[src/rtl/dti_fifo_async_pkg.sv]
// Shared constants and helpers for the async FIFO pointer controllers.
package dti_fifo_async_pkg;

    localparam logic WrPeakRst    = 1'b0;
    localparam logic WrPeak2Rst   = 1'b1;
    localparam logic RdPeakRst    = 1'b1;
    localparam logic RdPeak2Rst   = 1'b0;
    localparam logic ProgFullRst  = 1'b0;
    localparam logic ProgEmptyRst = 1'b1;

    localparam int unsigned SyncStagesMin = 2;
    localparam int unsigned SyncStagesMax = 4;

    function automatic bit sync_stages_legal(input int unsigned n);
        return (n >= SyncStagesMin) && (n <= SyncStagesMax);
    endfunction

endpackage

[src/rtl/dti_bin_to_gray.sv]
// Combinational binary-to-Gray converter.
module dti_bin_to_gray #(
    parameter int unsigned Width = 4
) (
    input  logic [Width-1:0] bin_i,
    output logic [Width-1:0] gray_o
);

    assign gray_o = bin_i ^ (bin_i >> 1);

endmodule

[src/rtl/dti_gray_to_bin.sv]
// Combinational Gray-to-binary converter.
module dti_gray_to_bin #(
    parameter int unsigned Width = 4
) (
    input  logic [Width-1:0] gray_i,
    output logic [Width-1:0] bin_o
);

    // Each binary bit is the XOR of all Gray bits at or above it.
    always_comb begin
        bin_o = '0;
        for (int i = 0; i < Width; i++) begin
            bin_o[i] = ^(gray_i >> i);
        end
    end

endmodule

[src/rtl/dti_fifo_async_ptr_ctrl.sv]
// Write- or read-side pointer, flag and level controller for an async FIFO.
// Define DTI_FIFO_ASYNC_PTR_CTRL_STICKY_ERR_EN for a sticky error cleared by err_clr.
module dti_fifo_async_ptr_ctrl
    import dti_fifo_async_pkg::*;
#(
    parameter int unsigned ADDR_WIDTH  = 4,
    parameter int unsigned WD_OR_RD    = 1,
    parameter int unsigned SYNC_STAGES = 2
) (
    input  logic                  clk,
    input  logic                  reset_n,
    input  logic                  req,
    input  logic [ADDR_WIDTH:0]   gray_remote_ptr,
    input  logic [ADDR_WIDTH-1:0] prog_full_lvl,
    input  logic [ADDR_WIDTH-1:0] prog_empty_lvl,
    input  logic                  err_clr,
    output logic                  incr_ptr,
    output logic [ADDR_WIDTH-1:0] bin_addr,
    output logic [ADDR_WIDTH:0]   gray_ptr,
    output logic                  peak_state,
    output logic                  peak_state_2,
    output logic                  prog_full,
    output logic                  prog_empty,
    output logic [ADDR_WIDTH:0]   level,
    output logic                  error
);

    localparam int unsigned PW       = ADDR_WIDTH + 1;
    localparam bit          IsWrite  = (WD_OR_RD == 1);
    localparam logic        PeakRst  = IsWrite ? WrPeakRst : RdPeakRst;
    localparam logic        Peak2Rst = IsWrite ? WrPeak2Rst : RdPeak2Rst;

    if (!sync_stages_legal(SYNC_STAGES)) begin : g_bad_sync_stages
        $error("SYNC_STAGES must lie in 2..4");
    end

    logic [PW-1:0] sync_q [SYNC_STAGES];
    logic [PW-1:0] sync_d [SYNC_STAGES];
    logic [PW-1:0] sync_ptr;
    logic [PW-1:0] sync_bin;
    logic [PW-1:0] bin_ptr_q, bin_ptr_d;
    logic [PW-1:0] gray_ptr_q, gray_ptr_d;
    logic [PW-1:0] level_q, level_d;
    logic          peak_q, peak_d;
    logic          peak2_q, peak2_d;
    logic          prog_full_q, prog_full_d;
    logic          prog_empty_q, prog_empty_d;
    logic          error_q, error_d;
    logic          full_nx, empty_nx, violation;

`ifndef DTI_FIFO_ASYNC_PTR_CTRL_STICKY_ERR_EN
    logic unused_err_clr;
    assign unused_err_clr = err_clr;
`endif

    assign sync_ptr = sync_q[SYNC_STAGES-1];

    dti_gray_to_bin #(
        .Width (PW)
    ) u_sync_g2b (
        .gray_i (sync_ptr),
        .bin_o  (sync_bin)
    );

    dti_bin_to_gray #(
        .Width (PW)
    ) u_next_b2g (
        .bin_i  (bin_ptr_d),
        .gray_o (gray_ptr_d)
    );

    always_comb begin
        sync_d[0] = gray_remote_ptr;
        for (int i = 1; i < SYNC_STAGES; i++) begin
            sync_d[i] = sync_q[i-1];
        end
    end

    always_comb begin
        incr_ptr  = req & ~peak_q;
        violation = req & peak_q;
        bin_ptr_d = bin_ptr_q + {{ADDR_WIDTH{1'b0}}, incr_ptr};

        // Full: the local pointer is one whole lap ahead of the remote one.
        full_nx  = (gray_ptr_d == {~sync_ptr[PW-1:PW-2], sync_ptr[PW-3:0]});
        empty_nx = (gray_ptr_d == sync_ptr);

        level_d      = IsWrite ? (bin_ptr_d - sync_bin) : (sync_bin - bin_ptr_d);
        peak_d       = IsWrite ? full_nx : empty_nx;
        peak2_d      = IsWrite ? empty_nx : full_nx;
        prog_full_d  = level_d > {1'b0, prog_full_lvl};
        prog_empty_d = level_d < {1'b0, prog_empty_lvl};

`ifdef DTI_FIFO_ASYNC_PTR_CTRL_STICKY_ERR_EN
        error_d = violation | (error_q & ~err_clr);
`else
        error_d = violation;
`endif
    end

    always_ff @(posedge clk or negedge reset_n) begin
        if (!reset_n) begin
            for (int i = 0; i < SYNC_STAGES; i++) begin
                sync_q[i] <= '0;
            end
            bin_ptr_q    <= '0;
            gray_ptr_q   <= '0;
            level_q      <= '0;
            peak_q       <= PeakRst;
            peak2_q      <= Peak2Rst;
            prog_full_q  <= ProgFullRst;
            prog_empty_q <= ProgEmptyRst;
            error_q      <= 1'b0;
        end else begin
            for (int i = 0; i < SYNC_STAGES; i++) begin
                sync_q[i] <= sync_d[i];
            end
            bin_ptr_q    <= bin_ptr_d;
            gray_ptr_q   <= gray_ptr_d;
            level_q      <= level_d;
            peak_q       <= peak_d;
            peak2_q      <= peak2_d;
            prog_full_q  <= prog_full_d;
            prog_empty_q <= prog_empty_d;
            error_q      <= error_d;
        end
    end

    assign bin_addr     = bin_ptr_q[ADDR_WIDTH-1:0];
    assign gray_ptr     = gray_ptr_q;
    assign level        = level_q;
    assign peak_state   = peak_q;
    assign peak_state_2 = peak2_q;
    assign prog_full    = prog_full_q;
    assign prog_empty   = prog_empty_q;
    assign error        = error_q;

endmodule

[config.mk]
export PLATFORM = sky130hd
export DESIGN_NAME = dti_fifo_async_ptr_ctrl
export DESIGN_NICKNAME = d
export VERILOG_FILES = /design/src/rtl/dti_fifo_async_pkg.sv /design/src/rtl/dti_bin_to_gray.sv /design/src/rtl/dti_gray_to_bin.sv /design/src/rtl/dti_fifo_async_ptr_ctrl.sv
export SDC_FILE = /design/constraint.sdc
export NUM_CORES = 1
export LEC_CHECK = 0
export CORE_MARGIN = 1
export CORE_UTILIZATION = 35
export DETAILED_ROUTE_END_ITERATION = 7
export GPL_TIMING_DRIVEN = 1
export SYNTH_ARGS = -nofsm -noshare
export SYNTH_HDL_FRONTEND = slang
export SYNTH_SLANG_ARGS = --single-unit
[constraint.sdc]
create_clock -name clk -period 4 [get_ports clk]
set_input_delay 1 -clock clk [delete_from_list [all_inputs] [get_ports clk]]
set_output_delay 1 -clock clk [all_outputs]
set_load 0.005 [all_outputs]
## Word level (Yosys, flattened, before mapping)

Index checks and enable logic that the tools add are counted.

- Bits in registers: 30
- Input port bits: 17
- Output and inout port bits: 20
- Word-level logic and storage cells: 26

- Add/sub/neg operators: 2
- $lt $le $gt $ge: 2
- Equality and inequality tests: 2
- Bitwise logic cells: 5
- Reductions and logical operators: 5

Operators with widths:

| kind | number |
|---|---|
| XOR reduction 5 bit | 5 |
| == test 5 bit | 2 |
| adder 5 x 1 -> 5 bit | 1 |
| > comparator 5 x 4 -> 1 bit | 1 |
| less-than comparator 5 x 4 -> 1 bit | 1 |
| subtractor 5 bit | 1 |
| bitwise XOR 5 x 4 -> 5 bit | 1 |
| AND 1 bit | 2 |
| inverter 2 bit | 1 |
| inverter 1 bit | 1 |

## Logic depth before layout (Yosys ltp)

Gate-level depths: netlist of the first run.

- Word-level depth: 5
- Gate-level depth with buffers: 11
- Depth with buffers taken out: 11

## Cells and area by module

From an unflattened synthesis of the first run, not the netlist that was laid out.

- Cell total of the unflattened synthesis: 110
- Area, all modules: 1,412.6 um^2

By module, submodules not included:

| module | instances | cells each | area an instance (um^2) | seq. area each (um^2) |
|---|---|---|---|---|
| dti_fifo_async_ptr_ctrl | 1 | 99 | 1,297.5 | 753.2 |
| dti_gray_to_bin | 1 | 6 | 72.6 | 0.0 |
| dti_bin_to_gray | 1 | 5 | 42.5 | 0.0 |

## Worst setup path before layout of the first run

No wires, ideal clock.

- Path type: input -> register
- From: input req
- To: register prog_full_q, in the netlist prog_full
- Library setup time: 0.118 ns
- Arrival time: 3.565 ns
- Required time: 3.882 ns
- Setup slack: 0.317 ns
- Stages on the path: 11
- Path buffers: 0
- Cell sequence: nor2b_1 > ha_1 > ha_1 > xor2_1 > ha_1 > a221oi_1 > xnor2_1 > ha_1 > a21oi_1 > o21ai_0 > a21o_1

- Word-level cells in the longest chain between the ends: 4

Ends and longest elaborated chain:

| what | line | RTL |
|---|---|---|
| start: declaration | dti_fifo_async_ptr_ctrl.sv:12 | `input logic req,` |
| AND 1 bit | dti_fifo_async_ptr_ctrl.sv:80 | `incr_ptr = req & ~peak_q;` |
| adder 5 x 1 -> 5 bit | dti_fifo_async_ptr_ctrl.sv:82 | `bin_ptr_d = bin_ptr_q + {{ADDR_WIDTH{1'b0}}, incr_ptr};` |
| named net bin_ptr_d[2] | dti_fifo_async_ptr_ctrl.sv:41 | `logic [PW-1:0] bin_ptr_q, bin_ptr_d;` |
| subtractor 5 bit | dti_fifo_async_ptr_ctrl.sv:88 | `level_d = IsWrite ? (bin_ptr_d - sync_bin) : (sync_bin - bin_ptr_d);` |
| named net level_d[3] | dti_fifo_async_ptr_ctrl.sv:43 | `logic [PW-1:0] level_q, level_d;` |
| > comparator 5 x 4 -> 1 bit | dti_fifo_async_ptr_ctrl.sv:91 | `prog_full_d = level_d > {1'b0, prog_full_lvl};` |
| named net prog_full_d | dti_fifo_async_ptr_ctrl.sv:46 | `logic prog_full_q, prog_full_d;` |
| end signal: assignment | dti_fifo_async_ptr_ctrl.sv:111 | `prog_full_q <= ProgFullRst;` |
| end signal: assignment | dti_fifo_async_ptr_ctrl.sv:123 | `prog_full_q <= prog_full_d;` |
| end: declaration | dti_fifo_async_ptr_ctrl.sv:46 |  |

The timed path passes the listed nets, and every way through them passes these cells.

## Worst setup path after layout of the first run

Same ends and word-level chain as after synthesis.

==> metrics, run 1 <==
outcome=finished, final reports clean; initial core utilization=37.31%; post-synth top area share=48.74%; min cycle time layout=3.646 ns; max incr delay on CP=0.47 ns; Worst Setup End Kind=flop; met3 wire length=125 um; wirelength, routed=2408 um; Clock Power Share=13.4%; GRT overflow=0; crit path launch=req; worst-skew pair later-pin latency=0.27 ns; Arrival @ worst endpoint=3.81 ns; M1 WL=1082 um; Setup violations, final=0; P_sw=0.6555 mW; worst min-delay path startpoint=sync_d[0]; clk root buf=clkbuf_8; top sig layer=met4; number of I/O pins=37; largest net degree at the start of global routing=30; CTS-repair resized insts=0; CP max FO=3; vias in the first global route=967; Max Freq=274.3 MHz; drt pass-1 iters=4; syn avg cell area=12.84 um2; Cell Pwr Density=917.9 mW/mm2; final core occ=52.19%; Post-Syn Nets=139; Worst EP required=4.17 ns; CP Launch Type=input pin; WHS Path Cells=0; post-DP HPWL=1886 um; final net count=188; Slew @ Worst Pin=0.3782 ns; CTS tree=built; critical path type=in2reg; skew final=0.006155 ns; gp weighted congestion=0.7449; post-route ant nets=0; share of layout cells above drive strength 1=12.03%; # DRC=0; RSZ-0062 raised after global routing=no; post-CTS setup buffer count=0; final hold vios=0; Final Cycle Share=91.14%; worst hold path type=reg2reg; Logic pwr share=60.3%; CTS sink count=29; Synthesis Warnings=0; hold_buf cts=0; row cnt=22; synth unique cells=31; fillers=312; first-pass GRT wire length=4257 um; Mapped Area=0.001386 mm2; die area=0.004217 mm2; wire length per cell=11.69 um; met2 wire len=1144 um; Post-synth EDFFs=0; Die Y=64.94 um; Seq/Total Area, Yosys=52.53%; stages on the worst setup path=12; Vias/cell=4.607; Tot GR Track Use=13.83%; PortBufs=35; Seq cells post-synth=29; DRT iter0 DRCs=25; maximum VDD drop=294.2 uV; max_cap viols=0; Post-Synthesis Cells=108; final worst slack=0.3545 ns; CP max stage cell=clkdlybuf4s50_1; area of the core=0.003716 mm2; reg2reg start=sync_ptr[4]; Die W=64.94 um; number of buffers created by CTS=5; Area contributors post-synth=dfrtp_1, ha_1, xnor2_1; Sw Ratio=36.82%; CP cell instances=clkdlybuf4s50_1 > nor2b_1 > ha_1 > ha_1 > xor2_1 > ha_1 > a221oi_1 > xnor2_1 > ha_1 > a21oi_1 > o21ai_0 > a21o_1; Async SR Flop Fraction=100.0%; buffers and inverters on the worst path=1; Synth-to-Final Area Change=39.89%; CP dominant cell by count=ha_1; ant diodes=0; clock slew at reported path FFs=0.06 ns; ys flop type=dfrtp_1; Synth area leader=dfrtp_1; # H-tree levels=2; initial antenna violation count=0; Vias=949; clock buffer depth=2; fin. max-slew vios=0; worst r2r path cells=11; Leak=0.9003 nW; power share of the sequential group=26.3%; Int Power=1.125 mW; Slew headroom=74.61%; Setup TNS=0 ns; crit-path leading delay family=adder cells; Setup WS pre-CTS=0.05117 ns
## worst paths after layout
kind                                end  slack [ns]
setup reg to reg              prog_full        0.96
hold reg to reg             sync_ptr[0]        0.35
max in group asynchronous  peak_state_2        2.58
min in group asynchronous      level[1]        1.11
setup / recovery              prog_full        0.35
hold / removal              sync_ptr[0]        0.35
## registers in the layout, indices dropped and copies added, names as in the netlist
register,count
bin_ptr_q,5
error,1
gray_ptr,4
level,5
peak_state,1
peak_state_2,1
prog_empty,1
prog_full,1
sync_d,5
sync_ptr,5
## metal layers
metal / global-route usage (%) / vias to the layer above
met2: 22.14 / 28
met4: 5.833 / 0
li1: - / 457
met3: 5.282 / 6
met5: 0 / -
met1: 16.50 / 458
## Yosys cell counts (2+ instances only)
cell type / count
and2_1: 2
nand3_1: 2
dfstp_2: 2
nor2_1: 3
inv_1: 12
o21ai_0: 2
dfrtp_1: 27
a21oi_1: 3
xor2_1: 8
nand2_1: 3
nor2b_1: 3
ha_1: 13
xnor2_1: 10
## area by class of cell
type	count	area (um2)	share of cell area [%]
sequential	29	728.2	37.55
clock buffer	8	90.09	4.645
timing repair buffer	42	402.9	20.77
inverter	12	45.04	2.323
multi-input combinational	67	613.1	31.61
tap	48	60.06	3.097
## power groups by stage
stage | combinational [mW] | sequential (mW) | clock (mW)
6_report | 1.07 | 0.468 | 0.238
4_1_cts | 1.09 | 0.470 | 0.247
3_5_place_dp | 1.09 | 0.476 | 0
3_3_place_gp | 1.05 | 0.469 | 0
2_1_floorplan | 0.642 | 0.479 | 0
5_1_grt | 1.22 | 0.479 | 0.259
## through the flow
| step | cell area (um2) | cells | total power, mW | hold WS (ns) |
|---|---|---|---|---|
| finish | 1939 | 206 | 1.780 | 0.3474 |
| global route | 1939 | 206 | 1.960 | 0.3538 |
| CTS | 1939 | 206 | 1.809 | 0.3495 |
| detailed placement | 1849 | 198 | 1.561 | 0.3358 |
| floorplan | 1386 | 108 | 1.121 | 0.3312 |
| global placement | 1849 | 198 | 1.524 | 0.3320 |
## layout by cell type, fill, tap and decap left out, types with 3 or more instances in the layout
cell | netlist | final
a21oi_1 | 3 | 3
buf_4 | 0 | 7
clkbuf_8 | 0 | 6
clkdlybuf4s50_1 | 0 | 35
dfrtp_1 | 27 | 27
ha_1 | 13 | 13
inv_1 | 12 | 12
nand2_1 | 3 | 3
nor2_1 | 3 | 3
nor2b_1 | 3 | 3
xnor2_1 | 10 | 10
xor2_1 | 8 | 8
## logic make-up (layout without fill, tap and decap cells)
group / Yosys count / in the layout / synth area share (%)
xor+xnor: 21 / 21 / 15.88
flops: 29 / 29 / 52.53
compound gates: 11 / 11 / 5.326
mux: 2 / 2 / 1.534
simple gates: 19 / 19 / 8.304
buf+inv: 12 / 62 / 3.249
fa+ha+maj: 14 / 14 / 13.18
No activity file was read; power rests on OpenSTA's default activity.
==> run 2: changes to the inputs <==
- CTS_CLUSTER_SIZE: default -> 14
==> results of run 2 <==
The final DEF is identical to that of run 1; final timing and power are the same.
==> run 3: changes to the inputs <==
- PLACE_DENSITY_LB_ADDON: default -> 0.2
- REMOVE_ABC_BUFFERS: default -> 1
==> run 3 against run 2 <==
  * Setup slack improved by 0.042 ns
  * Global-route usage increased by 0.13 points
  * Sequential share of layout area decreased by 0.64 points
  * Sequential power about the same
  * Routed wire length increased by 3.1%
  * Largest cell class unchanged
  * Non-clock buffer count increased by 1
  * Combinational power about the same
  * Final cell count increased by 0.49%
  * Critical path depth unchanged
  * Critical endpoint unchanged
  * Highest routed layer unchanged
==> metrics, run 3 (synthesis gave the netlist of run 1 again) <==
fin. max-slew vios=0 (unchanged); drt pass-1 iters=3 (-1); wirelength, routed=2483 um (+3.1%); area of the core=0.003716 mm2 (unchanged); CP max FO=3 (unchanged); number of I/O pins=37 (unchanged); Vias=952 (+0.32%); skew final=0.007074 ns (+0.0009194 ns); Setup TNS=0 ns (unchanged); ant diodes=0 (unchanged); crit-path leading delay family=adder cells; min cycle time layout=3.604 ns (-0.04186 ns); Die W=64.94 um (unchanged); first-pass GRT wire length=4284 um (+0.63%); Leak=0.9181 nW (+2.0%); Vias/cell=4.599 (-0.17%); CTS sink count=29 (unchanged); GRT overflow=0 (unchanged); Setup violations, final=0 (unchanged); Cell Pwr Density=945.9 mW/mm2 (+3.1%); outcome=finished, final reports clean; fillers=352 (+13%); stages on the worst setup path=12 (unchanged); Tot GR Track Use=13.96% (+0.13 points); maximum VDD drop=290.1 uV (-1.4%); gp weighted congestion=0.8529 (+14%); Arrival @ worst endpoint=3.77 ns (-0.04 ns); worst hold path type=reg2reg; buffers and inverters on the worst path=1 (unchanged); vias in the first global route=1005 (+3.9%); Slew @ Worst Pin=0.3954 ns (+0.01723 ns); critical path type=in2reg; design area=0.001973 mm2 (+1.7%); row cnt=22 (unchanged); CTS-repair resized insts=0 (unchanged); clock buffer depth=2 (unchanged); final core occ=53.10% (+0.91 points); Final Cycle Share=90.09% (-1.0 points); Synth-to-Final Area Change=42.33%; placed cell areas=0.001857 mm2 (+0.41%); wire length per cell=12.00 um (+2.6%); hold_buf cts=0 (unchanged); post-DP HPWL=1928 um (+2.2%); most frequent cells in the layout=clkdlybuf4s50_1, dfrtp_1, ha_1; Die Y=64.94 um (unchanged); Max Freq=277.5 MHz (+1.2%); final worst slack=0.3963 ns (+0.04186 ns); # DRC=0 (unchanged); share of layout cells above drive strength 1=13.21% (+1.2 points); CP cell instances=clkdlybuf4s50_1 > nor2b_1 > ha_1 > ha_1 > xor2_1 > ha_1 > a221oi_1 > xnor2_1 > ha_1 > a21oi_1 > o21ai_0 > a21o_1; PortBufs=35 (unchanged); CTS tree=built; max_cap viols=0 (unchanged); CP max stage cell=clkdlybuf4s50_1; initial antenna violation count=0 (unchanged); post-route ant nets=0 (unchanged); post-CTS setup buffer count=0 (unchanged); critical path endpoint=prog_full; CP Launch Type=input pin; worst r2r path cells=10 (-1); Setup WS pre-CTS=0.08375 ns (+0.03258 ns); die area=0.004217 mm2 (unchanged); crit path launch=req; initial core utilization=37.31% (unchanged); worst r2r dst=prog_full; RSZ-0062 raised after global routing=no; final hold vios=0 (unchanged); number of buffers created by CTS=5 (unchanged); Worst EP required=4.17 ns (about the same); most common cell after layout, fill and taps aside=clkdlybuf4s50_1; Worst R2R Setup Slack=0.99 ns (+0.03 ns); final net count=189 (+0.53%); Slew headroom=73.45% (-1.2 points); reg2reg start=sync_ptr[4]; DRT iter0 DRCs=15 (-40%); clk root buf=clkbuf_8; Worst Setup End Kind=flop; clock slew at reported path FFs=0.06 ns (about the same); largest net degree at the start of global routing=30 (unchanged); CP dominant cell by count=ha_1; worst-skew pair later-pin latency=0.28 ns (about the same); max incr delay on CP=0.47 ns (about the same); # H-tree levels=2 (unchanged)
[run 3: changes by cell type in the layout (fill, tap and decap cells not counted), sizes merged]
| cell | previous run | this run |
|---|---|---|
| bufinv | 0 | 1 |
| clkbuf | 8 | 7 |
| buf | 7 | 8 |
[run 3: power by group]
group | switching [mW] | internal [mW]
registers | 0.0599 | 0.409
logic | 0.503 | 0.588
clock network | 0.103 | 0.203
total | 0.667 | 1.20
[run 3: worst register-to-register path, delay by kind of cell (launching register included)]
| family | cells | cell delay, ns |
|---|---|---|
| xor gates and xnor gates | 4 | 1.24 |
| adders and majority gates | 3 | 0.97 |
| DFF | 1 | 0.40 |
| AOI/OAI and AO/OA | 2 | 0.23 |
| and+or+nand+nor | 1 | 0.06 |
[run 3: final cells by class]
class                           instances  area (um2)  share of cell area (%)
Multi-Input combinational cell         67       613.1                   31.07
Clock inverter                          1       30.03                   1.522
Timing Repair Buffer                   43       410.4                   20.80
Tap cell                               48       60.06                   3.044
Clock buffer                            7       86.33                   4.375
Inverter                               12       45.04                   2.283
Sequential cell                        29       728.2                   36.91
[run 3: metrics by stage]
step | hold slack [ns] | power, mW | instances
2_1_floorplan | 0.3312 | 1.121 | 108
3_3_place_gp | 0.3317 | 1.532 | 199
3_5_place_dp | 0.3362 | 1.577 | 199
4_1_cts | 0.3564 | 1.896 | 207
5_1_grt | 0.3613 | 2.053 | 207
6_report | 0.3533 | 1.866 | 207
[run 3: worst min-delay path by stage]
| stage | from | end | cells past startpoint |
|---|---|---|---|
| global placement | sync_d[4] | sync_ptr[4] | 0 |
| CTS | sync_d[0] | sync_ptr[0] | 0 |
| floorplan | sync_d[0] | sync_ptr[0] | 0 |
| finish | sync_d[0] | sync_ptr[0] | 0 |
| global route | sync_d[2] | sync_ptr[2] | 0 |
| detailed placement | sync_d[0] | sync_ptr[0] | 0 |
[run 3: per-layer routing]
layer	global-route usage (%)	wire length, um	vias to the layer above
li1	-	-	459
met3	4.754	127	7
met1	15.86	1060	460
met2	23.18	1233	26
met4	6.944	61	0
met5	0	0	-
